--- src/rtl/sin_phase_gen.sv ---
// ---------------------------------------------------------------------------
// sin_phase_gen
//   Phase-accumulator (NCO) front end for the quadratic sine evaluator.
//   Emits one phase word per cycle while running a burst (finite or
//   continuous), then waits for the evaluator pipeline to drain and pulses
//   done_o so it lines up with the last sine sample leaving the evaluator.
//
//   Optional feature macro: SIN_PHASE_SWEEP_EN
//     defined   -> cfg_dfcw_i port present; FCW ramps linearly per sample
//     undefined -> constant FCW, no sweep logic
//
// Ports
//   clk, resetn            clock, asynchronous active-low reset
//   cfg_valid_i/ready_o    config handshake (ready only in IDLE)
//   cfg_fcw_i              frequency control word
//   cfg_off_i              starting phase
//   cfg_count_i            samples per burst, 0 = continuous
//   cfg_dfcw_i             signed FCW increment per sample (sweep only)
//   start_i, stop_i        start / abort burst
//   phase_o, valid_o       phase word to evaluator and its strobe
//   busy_o                 not idle
//   done_o                 one-cycle completion pulse
// ---------------------------------------------------------------------------
module sin_phase_gen #(
  parameter int PHASE_BITS = 47,
  parameter int COUNT_BITS = 16,
  parameter int PIPE_LAT   = 5
) (
  input  logic                  clk,
  input  logic                  resetn,
  input  logic                  cfg_valid_i,
  output logic                  cfg_ready_o,
  input  logic [PHASE_BITS-1:0] cfg_fcw_i,
  input  logic [PHASE_BITS-1:0] cfg_off_i,
  input  logic [COUNT_BITS-1:0] cfg_count_i,
`ifdef SIN_PHASE_SWEEP_EN
  input  logic [PHASE_BITS-1:0] cfg_dfcw_i,
`endif
  input  logic                  start_i,
  input  logic                  stop_i,
  output logic [PHASE_BITS-1:0] phase_o,
  output logic                  valid_o,
  output logic                  busy_o,
  output logic                  done_o
);

  localparam int DW = $clog2(PIPE_LAT + 2);

  typedef enum logic [1:0] {
    S_IDLE  = 2'd0,
    S_RUN   = 2'd1,
    S_DRAIN = 2'd2,
    S_DONE  = 2'd3
  } state_t;

  state_t                r_state, w_state_nxt;

  logic [PHASE_BITS-1:0] r_fcw;
  logic [PHASE_BITS-1:0] r_off;
  logic [COUNT_BITS-1:0] r_count;
`ifdef SIN_PHASE_SWEEP_EN
  logic [PHASE_BITS-1:0] r_dfcw;
`endif

  logic [PHASE_BITS-1:0] r_acc;    // phase of the next sample to issue
  logic [PHASE_BITS-1:0] r_step;   // FCW applied after the next sample
  logic [COUNT_BITS-1:0] r_cnt;    // samples issued so far in this burst
  logic [DW-1:0]         r_drain;
  logic [PHASE_BITS-1:0] r_phase;
  logic                  r_valid;

  logic                  w_start;
  logic                  w_last;

  assign w_start = start_i && !stop_i;
  assign w_last  = (r_count != '0) && (r_cnt == r_count - COUNT_BITS'(1));

  assign cfg_ready_o = (r_state == S_IDLE);
  assign busy_o      = (r_state != S_IDLE);
  assign done_o      = (r_state == S_DONE);
  assign phase_o     = r_phase;
  assign valid_o     = r_valid;

  // -------------------------------------------------------------------------
  // FSM
  // -------------------------------------------------------------------------
  always_ff @(posedge clk or negedge resetn) begin
    if (!resetn) r_state <= S_IDLE;
    else         r_state <= w_state_nxt;
  end

  // Outputs are registered one cycle behind the state, so the first DRAIN
  // cycle still carries the final sample on valid_o. DRAIN therefore lasts
  // PIPE_LAT+1 state cycles: one overlap plus PIPE_LAT empty cycles.
  always_comb begin
    w_state_nxt = r_state;
    unique case (r_state)
      S_IDLE:  if (w_start) w_state_nxt = S_RUN;
      S_RUN:   if (stop_i || w_last) w_state_nxt = S_DRAIN;
      S_DRAIN: if (r_drain == DW'(PIPE_LAT)) w_state_nxt = S_DONE;
      S_DONE:  w_state_nxt = S_IDLE;
      default: w_state_nxt = S_IDLE;
    endcase
  end

  // -------------------------------------------------------------------------
  // Config registers: only writable while idle
  // -------------------------------------------------------------------------
  always_ff @(posedge clk or negedge resetn) begin
    if (!resetn) begin
      r_fcw   <= '0;
      r_off   <= '0;
      r_count <= '0;
`ifdef SIN_PHASE_SWEEP_EN
      r_dfcw  <= '0;
`endif
    end else if (cfg_valid_i && cfg_ready_o) begin
      r_fcw   <= cfg_fcw_i;
      r_off   <= cfg_off_i;
      r_count <= cfg_count_i;
`ifdef SIN_PHASE_SWEEP_EN
      r_dfcw  <= cfg_dfcw_i;
`endif
    end
  end

  // -------------------------------------------------------------------------
  // Accumulator / sample counter / drain counter / output register
  // -------------------------------------------------------------------------
  always_ff @(posedge clk or negedge resetn) begin
    if (!resetn) begin
      r_acc   <= '0;
      r_step  <= '0;
      r_cnt   <= '0;
      r_drain <= '0;
      r_phase <= '0;
      r_valid <= 1'b0;
    end else begin
      r_valid <= 1'b0;
      unique case (r_state)
        S_IDLE: begin
          if (w_start) begin
            r_acc  <= r_off;
            r_step <= r_fcw;
            r_cnt  <= '0;
          end
        end
        S_RUN: begin
          r_phase <= r_acc;
          r_valid <= 1'b1;
          r_acc   <= r_acc + r_step;   // wraps mod 2^PHASE_BITS
`ifdef SIN_PHASE_SWEEP_EN
          r_step  <= r_step + r_dfcw;  // two's complement chirp, wraps
`endif
          r_cnt   <= r_cnt + COUNT_BITS'(1);
          r_drain <= '0;
        end
        S_DRAIN: r_drain <= r_drain + DW'(1);
        default: ;
      endcase
    end
  end

endmodule

--- config.mk ---
export PLATFORM = sky130hd
export DESIGN_NAME = sin_phase_gen
export DESIGN_NICKNAME = d
export VERILOG_FILES = /design/src/rtl/sin_phase_gen.sv
export SDC_FILE = /design/constraint.sdc
export NUM_CORES = 1
export LEC_CHECK = 0
export CAP_MARGIN = 0
export CELL_PAD_IN_SITES_DETAIL_PLACEMENT = 0
export CELL_PAD_IN_SITES_GLOBAL_PLACEMENT = 1
export CORE_MARGIN = 8
export CORE_UTILIZATION = 30
export CTS_CLUSTER_SIZE = 16
export DETAILED_ROUTE_END_ITERATION = 12
export GPL_TIMING_DRIVEN = 0
export PLACE_DENSITY = 0.61
export REMOVE_ABC_BUFFERS = 1
export SYNTH_ARGS = -nofsm -noshare
export SYNTH_HDL_FRONTEND = slang
export SYNTH_SLANG_ARGS = --single-unit
--- constraint.sdc ---
create_clock -name clk -period 4.2 [get_ports clk]
set_clock_uncertainty 0.2 [all_clocks]
set_input_delay 1.26 -clock clk [delete_from_list [all_inputs] [get_ports clk]]
set_output_delay 1.26 -clock clk [all_outputs]
set_load 0.05 [all_outputs]
==> metrics, run 1 <==
worst slew pin tran 949.0 ps; Crit Path Class reg -> reg; Total Power 15.46 mW; Detail Placement HPWL 24,550 um; Die W 229.7 um; CTS Buf Count 34; area of the multi-input gates 0.006584 mm2; asr flop ratio synth 1.000; # port buffers 165; CP Capture Type register; Pleak 7.404 nW; Min-Delay Path Class reg -> reg; top_reg_cell synth dfrtp_1; startpoint types register; FF+latch area 0.006832 mm2; Ys Warns 0; maximum root-to-sink buffer count 3; unrepaired setup endpoints after global routing false; Area contributors post-synth dfrtp_1, mux2_2, ha_1; total negative slack 0 ps; First-pass DRT Iterations 4; Syn-to-layout area delta 25.70%; Clock transition at path regs 60 ps; # IOs 166; Worst Path Arrival 4130 ps; initial antenna violation count 0; WL per Instance 17.77 um; hold-critical path depth 1; layout cells sized above 1 0.2075; depth of the CTS H-tree 2; Pins Over Slew Limit 0; diodes inserted 0; Initial Util 0.3031; Mapped Cells 1,192; final hold vios 0; TritonCTS clock tree done; # fillers 4,432; Placed Area 0.01611 mm2; critical path peak fanout 4; hold slack 296.9 ps; num rows 78; Post-CTS Hold Buffers 0; total gr overflow 0; final core occ 0.3810; top-count cell post-synth dfrtp_1; Die Area 0.05275 mm2; Iter 0 DRT Violations 383; root buffer selected by CTS clkbuf_16; Pwr per Cell Area 897.8 mW/mm2; core area 0.04519 mm2; vias after detailed routing 9,339; fmax 0.2551 GHz; Req. time, crit path 4410 ps; Final min period 3920 ps; Yosys top cell by area dfrtp_1; Max VDD drop 604.8 uV; drt via density 4.755; largest net degree at the start of global routing 101; Final GP Congestion 0.7410; Avg Synthesized Cell Area 11.49 um2; Tot GR Track Use 0.1310; first-pass GRT wire length 55,610 um; Final Instance Area 0.01722 mm2; wirelength, routed 34,900 um; cell area after synthesis 0.01370 mm2; number of synthesized register bits 273; register area share after synthesis 0.4988; CTS Sinks 273; Synth top area share 0.4988; synth unique cells 59; final setup violation count 0; Residual DRC 0; period utilization 0.9333; Rel. slew slack 0.3650; Synth top cells by count dfrtp_1, mux2_2, a21oi_1; outcome finished clean; vias in the first global route 9,881; Die Y 229.7 um; Final nets 1,513; Max Cap Violations 0; Final ANT Viol Nets 0; Post-synth EDFFs 0; Clk Latency, worst-skew pair 530 ps; depth of the worst register-to-register path 12
-- state kept, by name (all words and copies together), names as in the netlist --
register  cells
phase_o      47
r_acc        47
r_fcw        47
r_off        47
r_step       47
r_cnt        16
r_count      16
r_drain       3
r_state       2
valid_o       1
-- what timing repair did --
item                                    in CTS  in global routing
endpoints found under the setup margin       4                  4
pin swaps                                    1                  0
buffers inserted                             1                  1
resized for setup                            1                  1
-- critical path, stage by stage, from the launching register on --
cell and delay (ps):
dfrtp_1 400, ha_1 340, o21ai_0 130, o211ai_1 350
a31oi_1 250, and2_1 260, o31ai_2 430, a21boi_1 300
o31ai_2 540, nand3_1 140, a21oi_1 190, mux2i_1 200
nand2_1 60
-- layout make-up --
class,count,area share
repair buffers,175,0.1102
well taps,600,0.04361
clock buffers,50,0.05822
inverters,22,0.004797
flip-flops and latches,273,0.3968
clock inverters,7,0.003925
multi-input cells,837,0.3824
-- through the flow --
step | setup slack, ps | std cells
finish | 280.3 | 1964
global route | 9.008 | 1964
CTS | 51.10 | 1963
detailed placement | -268.3 | 1905
global placement | -10780 | 1897
floorplan | -2630 | 1132
-- report_power, final --
| group | leakage, nW | switching [mW] | internal [mW] |
|---|---|---|---|
| registers | 3.30 | 0.868 | 3.89 |
| clock network | 0.530 | 1.12 | 1.71 |
| logic | 3.57 | 4.35 | 3.52 |
-- worst paths after layout --
check,start,end,slack [ps]
worst min-delay path,r_fcw[34],r_step[34],300
worst min register to register,r_fcw[34],r_step[34],300
max in group asynchronous,resetn,r_acc[0],2280
worst max-delay path,r_acc[3],r_acc[43],280
min in group asynchronous,resetn,r_fcw[45],560
worst max register to register,r_acc[3],r_acc[43],280
-- cell families (layout without fill, tap and decap cells) --
kind of cell	Yosys count	in the layout	synth area share
compound gates	232	232	0.1046
xor+xnor	73	73	0.04668
fa+ha+maj	55	55	0.05080
buf+inv	82	254	0.02412
flops	273	273	0.4988
mux	239	239	0.1934
simple gates	238	238	0.08158
-- placed cells by master, fill, tap and decap left out, drive strengths merged, types with 8 or more instances in the layout --
| master | n |
|---|---|
| buf | 11 |
| inv | 23 |
| nand3 | 22 |
| o21bai | 13 |
| clkbuf | 50 |
| xor2 | 39 |
| nand2 | 77 |
| mux2i | 34 |
| nor2 | 75 |
| dfrtp | 273 |
| a21o | 23 |
| nor3 | 11 |
| xnor2 | 34 |
| mux2 | 205 |
| nand4 | 12 |
| and3 | 9 |
| nor2b | 8 |
| clkdlybuf4s50 | 164 |
| o21ai | 63 |
| a21oi | 85 |
| ha | 54 |
-- per-layer routing --
layer	share of wire	global-route usage	vias up
met5	0	0	-
met4	0.023	0.04503	0
met2	0.46	0.2118	148
li1	-	-	4549
met1	0.47	0.1735	4599
met3	0.044	0.02598	43
(Power assumes the default switching activity.)
==> run 2, diff against run 1 <==
DONT_BUFFER_PORTS = 1   (was not set)
PLACE_DENSITY = 0.56   (was 0.61)
==> run 2 against run 1 <==
  * First-iteration DRC count is 29% lower
  * Routed wire length rose by 2.1%
  * Critical path depth is 2 higher
  * Global-route usage rose by 0.072 points
  * Largest cell class unchanged
  * Largest power group unchanged
==> metrics, run 2 (synthesis gave the netlist of run 1 again) <==
fmax 0.2582 GHz (was 0.2551 GHz); depth of the CTS H-tree 2 (unchanged); Post-CTS Hold Buffers 0 (unchanged); largest net degree at the start of global routing 274 (was 101); Clk Latency, worst-skew pair 530 ps (about the same); Rel. slew slack 0.3696 (was 0.3650); Pins Over Slew Limit 0 (unchanged); critical path peak fanout 32 (was 4); vias after detailed routing 8,867 (was 9,339); core area 0.04519 mm2 (unchanged); drt via density 4.918 (was 4.755); Die W 229.7 um (unchanged); Detail Placement HPWL 24,060 um (was 24,550 um); worst slew pin tran 921.7 ps (was 949.0 ps); initial antenna violation count 7 (was 0); Pleak 6.786 nW (was 7.404 nW); Clock transition at path regs 60 ps (about the same); Worst Path Arrival 4050 ps (was 4130 ps); Min-Delay Path Class in -> async (was reg -> reg); Iter 0 DRT Violations 271 (was 383); Tot GR Track Use 0.1317 (was 0.1310); TritonCTS clock tree done (unchanged); Final min period 3873 ps (was 3920 ps); Switch Pwr 6.333 mW (was 6.339 mW); vias in the first global route 9,048 (was 9,881); WL per Instance 19.77 um (was 17.77 um); startpoint types register (unchanged); Die Y 229.7 um (unchanged); most frequent cells in the layout dfrtp_1, mux2_2, a21oi_1, nand2_1, nor2_1 (was dfrtp_1, mux2_2, clkdlybuf4s50_1, a21oi_1); period utilization 0.9221 (was 0.9333); Final GP Congestion 0.7366 (was 0.7410); Die Area 0.05275 mm2 (unchanged); final hold vios 0 (unchanged); First-pass DRT Iterations 4 (unchanged); most common cell after layout, fill and taps aside dfrtp_1 (unchanged); total gr overflow 0 (unchanged); # port buffers 0 (was 165); Initial Util 0.3031 (unchanged); depth of the worst register-to-register path 14 (was 12); Total Power 15.27 mW (was 15.46 mW); CTS Buf Count 36 (was 34); Crit Path Class reg -> reg (unchanged); # IOs 166 (unchanged); Pwr per Cell Area 973.5 mW/mm2 (was 897.8 mW/mm2); outcome finished clean (unchanged); wirelength, routed 35,650 um (was 34,900 um); Comb power frac 0.430 (was 0.509); Int Pwr 8.935 mW (was 9.117 mW); Sw Ratio 0.4148 (was 0.4101); Reg-to-Reg Start r_state[0] (was r_acc[3]); Req. time, crit path 4370 ps (was 4410 ps); diodes inserted 0 (unchanged); Reg power frac 0.364 (was 0.308); Max Cap Violations 0 (unchanged); Final nets 1,349 (was 1,513); final setup violation count 0 (unchanged); Residual DRC 0 (unchanged); unrepaired setup endpoints after global routing false (unchanged); CP Capture Type register (unchanged); Syn-to-layout area delta 14.52% (was 25.70%); clock group share of total power 0.206 (was 0.183); hold slack 234.3 ps (was 296.9 ps); root buffer selected by CTS clkbuf_16 (unchanged); reg-to-reg slack, setup 330 ps (was 280 ps); num rows 78 (unchanged); first-pass GRT wire length 55,060 um (was 55,610 um); CTS Sinks 273 (unchanged); Max VDD drop 711.2 uV (was 604.8 uV); layout cells sized above 1 0.2411 (was 0.2075); maximum root-to-sink buffer count 3 (unchanged); FF-to-FF End r_cnt[13] (was r_acc[43]); Final ANT Viol Nets 0 (unchanged)
==> run 2: changes by cell type in the layout (fill, tap and decap cells not counted), sizes merged <==
cell / previous run / this run
clkdlybuf4s50: 164 / 0
clkinvlp: 0 / 4
clkbuf: 50 / 52
inv: 23 / 21
or2: 1 / 2
buf: 11 / 8
bufinv: 1 / 4
clkinv: 5 / 3
==> run 2: per-layer routing <==
| metal | wire length [um] | part of all wire | up-vias | GRT usage |
|---|---|---|---|---|
| li1 | - | - | 4237 | - |
| met1 | 16670 | 0.47 | 4408 | 0.1752 |
| met2 | 16390 | 0.46 | 161 | 0.2080 |
| met3 | 1710 | 0.048 | 55 | 0.03066 |
| met4 | 847 | 0.024 | 6 | 0.04662 |
| met5 | 32 | 0.00090 | - | 0 |
==> run 2: cell type report <==
class / instances / area, um2
fillers: 4456 / 29500
flip-flops and latches: 273 / 6832
multi-input cells: 838 / 6618
clock buffers: 52 / 1052
well taps: 600 / 750.7
repair buffers: 8 / 177.7
clock inverters: 10 / 165.2
inverters: 22 / 88.84
==> run 2: repair_timing <==
item                                   CTS  global route
setup endpoints to repair               12             7
gates resized for setup                  6             3
endpoints found under the hold margin    0             0
gates cloned                             0             1
pin swaps                                0             1
buffers inserted                         0             2
==> run 2: how the worst max path moves through the flow <==
stage | end | from | slack [ps]
after detailed placement | r_cnt[13] | r_state[0] | -430
after global routing | r_acc[46] | r_acc[0] | 40
after global placement | r_cnt[15] | r_state[1] | -8280
after floorplan | r_cnt[13] | r_state[1] | -2630
after CTS | r_cnt[15] | r_state[0] | 70
final | r_cnt[13] | r_state[0] | 330
==> run 2: power by group through the flow <==
| stage | clock network (mW) | logic (mW) | registers [mW] |
|---|---|---|---|
| 2_1_floorplan | 0 | 5.17 | 5.24 |
| 3_3_place_gp | 0 | 6.54 | 5.62 |
| 3_5_place_dp | 0 | 6.51 | 5.65 |
| 4_1_cts | 3.29 | 6.58 | 5.60 |
| 5_1_grt | 3.38 | 7.31 | 5.75 |
| 6_report | 3.15 | 6.56 | 5.56 |
==> run 2: critical path, cell delays in order, from the launching register on <==
cell and delay [ps]:
dfrtp_1 430, inv_1 160, ha_4 330, clkinvlp_4 430
or2_4 400, buf_16 190, o21ai_4 220, buf_12 260
nand4_1 200, nor2_2 250, nand2_1 80, nor2_1 230
nand3_1 130, xor2_1 140, nor2_1 50
==> run 2: stage by stage <==
step	setup slack (ps)	TNS (ps)	cell area (um2)	std cells	util
after CTS	71.77	0	15640	1800	0.3460
after detailed placement	-425.8	-1954	14390	1738	0.3185
after global routing	36.03	0	15680	1803	0.3471
after global placement	-8281	-765240	14200	1732	0.3142
final	327.2	0	15680	1803	0.3471
after floorplan	-2630	-131000	13450	1132	-
